===== config.mk =====
export PLATFORM = sky130hd
export DESIGN_NAME = rx_ctrl
export DESIGN_NICKNAME = d
export VERILOG_FILES = /design/src/rtl/rx_ctrl.sv
export SDC_FILE = /design/constraint.sdc
export NUM_CORES = 1
export LEC_CHECK = 0
export CAP_MARGIN = 20
export CORE_MARGIN = 2
export CORE_UTILIZATION = 40
export DETAILED_ROUTE_END_ITERATION = 7
export PLACE_DENSITY = 0.69
export SLEW_MARGIN = 20
export SYNTH_ARGS = -nofsm -noshare
export SYNTH_HDL_FRONTEND = slang
export SYNTH_SLANG_ARGS = --single-unit

===== constraint.sdc =====
create_clock -name clk_i -period 4.3 [get_ports clk_i]
set_clock_uncertainty 0.15 [all_clocks]
set_input_delay 0.645 -clock clk_i [delete_from_list [all_inputs] [get_ports clk_i]]
set_output_delay 0.645 -clock clk_i [all_outputs]
set_load 0.005 [all_outputs]

===== src/rtl/rx_ctrl.sv =====
// Receive-side controller for rx_module: enable sequencing, deferred configuration,
// per-character capture into a first-word-fall-through FIFO, and saturating error counters.
module rx_ctrl #(
  parameter int MAX_UART_DATA_W = 8,
  parameter int TOTAL_CONF_W    = 5,
  parameter int FIFO_AW         = 3,
  parameter int ERR_CNT_W       = 8
) (
  input  logic                       clk_i,
  input  logic                       rst_i,
  input  logic                       enable_i,
  input  logic                       conf_wr_i,
  input  logic [TOTAL_CONF_W-1:0]    conf_i,
  input  logic                       rd_req_i,
  input  logic                       ovf_clr_i,
  input  logic                       cnt_clr_i,
  input  logic                       rx_done_i,
  input  logic                       rx_busy_i,
  input  logic                       rx_parity_err_i,
  input  logic                       rx_stop_err_i,
  input  logic [MAX_UART_DATA_W-1:0] rx_data_i,
  output logic                       rx_en_o,
  output logic [TOTAL_CONF_W-1:0]    rx_conf_o,
  output logic                       conf_pend_o,
  output logic                       rd_valid_o,
  output logic [MAX_UART_DATA_W-1:0] rd_data_o,
  output logic [1:0]                 rd_err_o,
  output logic [FIFO_AW:0]           fifo_count_o,
  output logic                       overflow_o,
  output logic [ERR_CNT_W-1:0]       parity_cnt_o,
  output logic [ERR_CNT_W-1:0]       stop_cnt_o
);

  typedef enum logic [1:0] {
    ST_OFF   = 2'd0,
    ST_RUN   = 2'd1,
    ST_DRAIN = 2'd2
  } state_e;

  localparam int DEPTH   = 1 << FIFO_AW;
  localparam int ENTRY_W = MAX_UART_DATA_W + 2;

  localparam logic [FIFO_AW-1:0] PTR_ONE = 1;
  localparam logic [FIFO_AW:0]   CNT_ONE = 1;
  localparam logic [ERR_CNT_W-1:0] ERR_ONE = 1;

  state_e                    state_q, state_d;
  logic                      rx_en_q, rx_en_d;
  logic [TOTAL_CONF_W-1:0]   rx_conf_q, rx_conf_d;
  logic [TOTAL_CONF_W-1:0]   shadow_q, shadow_d;
  logic                      pend_q, pend_d;
  logic                      done_q, done_d;
  logic [FIFO_AW-1:0]        wr_ptr_q, wr_ptr_d;
  logic [FIFO_AW-1:0]        rd_ptr_q, rd_ptr_d;
  logic [FIFO_AW:0]          count_q, count_d;
  logic                      ovf_q, ovf_d;
  logic [ERR_CNT_W-1:0]      pcnt_q, pcnt_d;
  logic [ERR_CNT_W-1:0]      scnt_q, scnt_d;
  logic [ENTRY_W-1:0]        mem_q [DEPTH];

  logic                       cap;
  logic                       push;
  logic                       pop;
  logic                       wr;
  logic                       empty;
  logic                       full;
  logic                       pend_eff;
  logic [TOTAL_CONF_W-1:0]    shadow_eff;
  logic [MAX_UART_DATA_W-1:0] masked;
  logic [ENTRY_W-1:0]         entry;
  logic [ENTRY_W-1:0]         head;
  int                         data_bits;

  // NOTE: every signal gets a default at the top of always_comb so no path can infer a latch.
  always_comb begin
    state_d = state_q;
    unique case (state_q)
      ST_OFF:   if (enable_i) state_d = ST_RUN;
      ST_RUN:   if (!enable_i) state_d = rx_busy_i ? ST_DRAIN : ST_OFF;
      ST_DRAIN: begin
        if (enable_i)        state_d = ST_RUN;
        else if (!rx_busy_i) state_d = ST_OFF;
      end
      default:  state_d = ST_OFF;
    endcase
    rx_en_d = (state_d != ST_OFF);
  end

  // One push per character: only the rising edge of the multi-cycle done strobe counts.
  always_comb begin
    done_d    = rx_done_i;
    cap       = rx_done_i & ~done_q;
    push      = cap & (state_q != ST_OFF);
    data_bits = 5 + int'(rx_conf_q[TOTAL_CONF_W-1 -: 2]);
    masked    = '0;
    for (int i = 0; i < MAX_UART_DATA_W; i++) begin
      masked[i] = rx_data_i[i] & (i < data_bits);
    end
    entry = {rx_stop_err_i, rx_parity_err_i, masked};
  end

  // A write landing on the apply cycle is folded in so the newest value wins.
  always_comb begin
    pend_eff   = pend_q | conf_wr_i;
    shadow_eff = conf_wr_i ? conf_i : shadow_q;
    shadow_d   = shadow_eff;
    rx_conf_d  = rx_conf_q;
    pend_d     = pend_eff;
    if (pend_eff && !rx_busy_i && !cap) begin
      rx_conf_d = shadow_eff;
      pend_d    = 1'b0;
    end
  end

  always_comb begin
    empty    = (count_q == '0);
    full     = count_q[FIFO_AW];
    pop      = rd_req_i & ~empty;
    wr       = push & (~full | pop);
    wr_ptr_d = wr  ? wr_ptr_q + PTR_ONE : wr_ptr_q;
    rd_ptr_d = pop ? rd_ptr_q + PTR_ONE : rd_ptr_q;
    count_d  = count_q;
    unique case ({wr, pop})
      2'b10:   count_d = count_q + CNT_ONE;
      2'b01:   count_d = count_q - CNT_ONE;
      default: count_d = count_q;
    endcase
    ovf_d = ovf_q;
    if (ovf_clr_i)                 ovf_d = 1'b0;
    if (push && full && !pop)      ovf_d = 1'b1;
  end

  // Counters see every accepted capture, including ones the full FIFO drops.
  always_comb begin
    pcnt_d = pcnt_q;
    scnt_d = scnt_q;
    if (cnt_clr_i) begin
      pcnt_d = '0;
      scnt_d = '0;
    end else begin
      if (push && rx_parity_err_i && !(&pcnt_q)) pcnt_d = pcnt_q + ERR_ONE;
      if (push && rx_stop_err_i   && !(&scnt_q)) scnt_d = scnt_q + ERR_ONE;
    end
  end

  // NOTE: sequential state uses non-blocking assignments so all flops update from pre-edge values.
  always_ff @(posedge clk_i) begin
    if (rst_i) begin
      state_q   <= ST_OFF;
      rx_en_q   <= 1'b0;
      rx_conf_q <= '0;
      shadow_q  <= '0;
      pend_q    <= 1'b0;
      done_q    <= 1'b0;
      wr_ptr_q  <= '0;
      rd_ptr_q  <= '0;
      count_q   <= '0;
      ovf_q     <= 1'b0;
      pcnt_q    <= '0;
      scnt_q    <= '0;
    end else begin
      state_q   <= state_d;
      rx_en_q   <= rx_en_d;
      rx_conf_q <= rx_conf_d;
      shadow_q  <= shadow_d;
      pend_q    <= pend_d;
      done_q    <= done_d;
      wr_ptr_q  <= wr_ptr_d;
      rd_ptr_q  <= rd_ptr_d;
      count_q   <= count_d;
      ovf_q     <= ovf_d;
      pcnt_q    <= pcnt_d;
      scnt_q    <= scnt_d;
    end
  end

  // NOTE: storage is not reset; the reset pointers/count mark it empty and the outputs are gated.
  always_ff @(posedge clk_i) begin
    if (wr) mem_q[wr_ptr_q] <= entry;
  end

  always_comb begin
    head       = mem_q[rd_ptr_q];
    rd_valid_o = ~empty;
    rd_data_o  = empty ? '0 : head[MAX_UART_DATA_W-1:0];
    rd_err_o   = empty ? '0 : head[ENTRY_W-1 -: 2];
  end

  assign rx_en_o      = rx_en_q;
  assign rx_conf_o    = rx_conf_q;
  assign conf_pend_o  = pend_q;
  assign fifo_count_o = count_q;
  assign overflow_o   = ovf_q;
  assign parity_cnt_o = pcnt_q;
  assign stop_cnt_o   = scnt_q;

endmodule

==> results.rst <==
.. list-table::
   :header-rows: 1

   * - Metric
     - Value
   * - Commonest non-fill, non-tap cell in the layout
     - sky130_fd_sc_hd__edfxtp_1
   * - Total global routing track utilization
     - between 10% and 20%
   * - Number of max-slew violations in the final report
     - 0
   * - TNS Setup
     - 0 ns
   * - Commonest non-fill, non-tap cells in the layout
     - sky130_fd_sc_hd__edfxtp_1, sky130_fd_sc_hd__clkdlybuf4s50_1, sky130_fd_sc_hd__dfxtp_1, sky130_fd_sc_hd__nor2_1, sky130_fd_sc_hd__mux4_2
   * - Number of levels the H-tree was split into
     - 4
   * - Area taken by multi-input logic gates
     - 0.001679 mm²
   * - Vias per inst
     - 5.117
   * - Max FO, Critical Path
     - 13
   * - Cells after Synth
     - 349
   * - Layout fillers
     - 1,081
   * - CTS tree
     - done
   * - Endpoints failing hold
     - 0
   * - Area of the die
     - 0.01359 mm²
   * - Mean routed wirelength per cell
     - 16.33 µm
   * - Count of unique library cells instantiated by Yosys
     - between 40 and 50
   * - Max-cap violation count
     - 0
   * - Via Count
     - ~3,100
   * - DIE HEIGHT
     - roughly 120 µm
   * - Status
     - completed
   * - Sum of net half-perimeters after detailed placement
     - 6663 µm
   * - Floorplan row count
     - 41
   * - Final Routed Wirelength
     - ~10,000 µm
   * - Placeable Area
     - 0.01252 mm²
   * - Slew HR
     - 37.26%
   * - Layout overhead on the synthesized area
     - 28.48%
   * - Clock network power share
     - 42.5%
   * - Number of gates given a new drive strength after cts
     - 0
   * - Leakage power of the design
     - 2.212 nW
   * - Category of the critical setup timing path
     - flop to primary output
   * - Average size of a mapped cell
     - roughly 15 µm²
   * - Placer's final routability congestion estimate
     - 0.7435
   * - Sw power
     - 0.7645 mW
   * - Origin of the critical flop-to-flop path
     - fifo_count_o[0]$_SDFFE_PP0P_
   * - Total of flip-flops plus latches after synthesis
     - 125
   * - Antenna diode count
     - 0
   * - Number of top-level pins
     - between 60 and 70
   * - Final Non-Filler Cells
     - 613
   * - Seq. cell area
     - between 0.003 and 0.004 mm²
   * - Number of clock sinks
     - 125
   * - Fraction of final layout cells sized beyond drive strength 1
     - between 15 and 20%
   * - First-pass GRT wire length
     - 15,950 µm
   * - Initial antenna violation count
     - 0
   * - DRC Markers
     - 0
   * - Horizontal die dimension
     - 116.6 µm
   * - Transition time at the pin with the least slew margin
     - 0.9398 ns
   * - Clock slew at reported path FFs
     - about 0.050 ns
   * - Synth warnings
     - 0
   * - Launch point of the worst hold path
     - rx_conf_o[2]$_SDFFE_PP0P_
   * - Hold crit path type
     - flop to flop
   * - Sort of element at the start of the critical path
     - flop
   * - Length of the first detailed-routing pass in iterations
     - 4
   * - Count of port buffers added during placement
     - a little over 60
   * - Final period demand of the worst path
     - about 3.5 ns
   * - Nets@finish
     - 459
   * - Total standard cell area after synthesis
     - 0.005070 mm²
   * - Sort of element at the end of the critical path
     - primary output
   * - Top post-synthesis cells by area
     - sky130_fd_sc_hd__edfxtp_1, sky130_fd_sc_hd__dfxtp_1, sky130_fd_sc_hd__mux4_2, sky130_fd_sc_hd__mux2i_1, sky130_fd_sc_hd__nor2_1
   * - Antenna-violating nets left
     - 0
   * - Worst endpoint required time
     - between 3 and 4 ns
   * - Post-CTS Setup Bufs
     - 0
   * - Unrepaired setup endpoints after global routing
     - no
   * - Root cell of the clock tree
     - sky130_fd_sc_hd__clkbuf_16
   * - Cell accounting for the most synthesized area
     - sky130_fd_sc_hd__edfxtp_1
   * - Power per Cell Area
     - between 500 and 600 mW/mm²
   * - Via count of the first global-routing pass
     - ~3,200
   * - Initial Utilization
     - 40.50%
   * - Top cell type's share of synthesized area
     - 47.38%
   * - Instance count after placement with tap cells included
     - 581
   * - EDFF count, synth
     - 80
   * - Switching power as a share of total power
     - 23.21%
   * - CTS max path bufs
     - 2
   * - Internal power
     - roughly 2.5 mW
   * - Part of the power in combinational logic
     - 16.0%
   * - Setup-failing EPs final
     - 0
   * - Sequential area share after synthesis
     - 65.15%
   * - Skew-Pair Late Insertion Delay
     - between 0.4 and 0.5 ns
   * - Proportion of register bits with asynchronous set or reset after synthesis
     - 0%
   * - Critical path data arrival time
     - 2.74 ns
   * - Proportion of power drawn by flip-flops and latches
     - between 40% and 50%
   * - TritonCTS buffer count
     - 17
   * - Tcrit/Tclk final
     - 82.18%
   * - Net count after synthesis
     - 380
   * - Commonest register cell after synthesis
     - sky130_fd_sc_hd__edfxtp_1
   * - Total congestion overflow after global routing
     - 0
   * - Maximum achievable frequency
     - 283.0 MHz
   * - Post-CTS Hold Fix Bufs
     - 0
   * - VDD IR max
     - 0.0002670 V
   * - Largest net degree at the start of global routing
     - 25
   * - Initial DRC count
     - roughly 220
-- layer usage --
layer	vias to the layer above	GRT usage [%]	wire (µm)
li1	1504	-	-
met1	1529	20.17	4553
met2	96	25.23	4694
met3	8	5.916	672
met4	0	5.412	87
met5	-	0	0
-- critical path, cell delays in order, from the launching register on --
cell                              delay (ns)
sky130_fd_sc_hd__dfxtp_1                0.87
sky130_fd_sc_hd__buf_4                  0.30
sky130_fd_sc_hd__mux4_2                 0.51
sky130_fd_sc_hd__mux2i_1                0.15
sky130_fd_sc_hd__nor2_1                 0.06
sky130_fd_sc_hd__clkdlybuf4s50_1        0.44
-- through the flow --
stage | power (mW) | setup WS [ns] | instance area (µm²) | hold WS (ns) | util (%)
6_report | 3.293 | 0.7665 | 6514 | 0.3354 | 52.04
5_1_grt | 3.445 | 0.4748 | 6514 | 0.3740 | 52.04
4_1_cts | 3.333 | 0.6759 | 6514 | 0.3419 | 52.04
3_5_place_dp | 1.930 | 0.9788 | 5931 | 0.3244 | 47.38
3_3_place_gp | 1.918 | 1.046 | 5931 | 0.3226 | 47.38
2_1_floorplan | 1.673 | 1.658 | 5070 | 0.3118 | -
-- registers in the layout, summed over array words and instances (netlist names), named ones only --
register / flops
mem_q: 80
parity_cnt_o: 8
stop_cnt_o: 8
rx_conf_o: 5
shadow_q: 5
fifo_count_o: 4
rd_ptr_q: 3
wr_ptr_q: 3
state_q: 2
conf_pend_o: 1
done_q: 1
overflow_o: 1
rx_en_o: 1
-- Yosys cell counts, types with 2 or more instances --
cell type,count
sky130_fd_sc_hd__xor2_1,6
sky130_fd_sc_hd__inv_1,6
sky130_fd_sc_hd__o31ai_1,6
sky130_fd_sc_hd__and4_1,3
sky130_fd_sc_hd__buf_2,3
sky130_fd_sc_hd__ha_1,7
sky130_fd_sc_hd__a21oi_1,16
sky130_fd_sc_hd__and3_1,3
sky130_fd_sc_hd__dfxtp_1,45
sky130_fd_sc_hd__nor3_1,6
sky130_fd_sc_hd__mux2i_1,17
sky130_fd_sc_hd__a211oi_1,2
sky130_fd_sc_hd__nor2b_1,6
sky130_fd_sc_hd__or3_1,7
sky130_fd_sc_hd__o211ai_1,2
sky130_fd_sc_hd__nand2b_1,5
sky130_fd_sc_hd__or2_2,2
sky130_fd_sc_hd__buf_6,2
sky130_fd_sc_hd__nand3_1,6
sky130_fd_sc_hd__o22a_1,5
sky130_fd_sc_hd__o21ai_0,7
sky130_fd_sc_hd__o21a_1,2
sky130_fd_sc_hd__and3_2,2
sky130_fd_sc_hd__nand2_1,12
sky130_fd_sc_hd__a31oi_1,3
sky130_fd_sc_hd__and2_1,3
sky130_fd_sc_hd__nor2_1,34
sky130_fd_sc_hd__nand4_1,3
sky130_fd_sc_hd__edfxtp_1,80
sky130_fd_sc_hd__clkbuf_1,8
sky130_fd_sc_hd__mux4_2,20
sky130_fd_sc_hd__nand4_4,2
sky130_fd_sc_hd__or4_1,4
-- logic make-up after synthesis --
kind of cell	share of synthesized area, %
flops	65.15
mux	12.46
xor+xnor	1.209
fa+ha+maj	1.727
simple gates	11.65
compound gates	5.947
buf+inv	1.851
-- worst paths after layout --
kind	cells past startpoint	to	slack (ns)
setup / recovery	5	rd_data_o[0]	0.77
hold / removal	1	rx_conf_o[2]$_SDFFE_PP0P_	0.34
setup reg to reg	11	fifo_count_o[2]$_SDFFE_PP0P_	1.50
hold reg to reg	1	rx_conf_o[2]$_SDFFE_PP0P_	0.34
-- power groups by stage --
stage | registers (mW) | logic (mW) | clock network, mW
finish | 1.37 | 0.528 | 1.40
global route | 1.38 | 0.581 | 1.49
CTS | 1.37 | 0.539 | 1.43
detailed placement | 1.39 | 0.537 | 0
global placement | 1.39 | 0.526 | 0
floorplan | 1.36 | 0.313 | 0
-- cell type report --
class                      count  area share [%]
inverter                       6          0.3458
clock inverter                12           2.247
multi-input combinational    204           25.78
tap                          172           3.304
clock buffer                  20           6.704
sequential                   125           50.71
timing repair buffer          74           10.91
(Power assumes the default switching activity.)
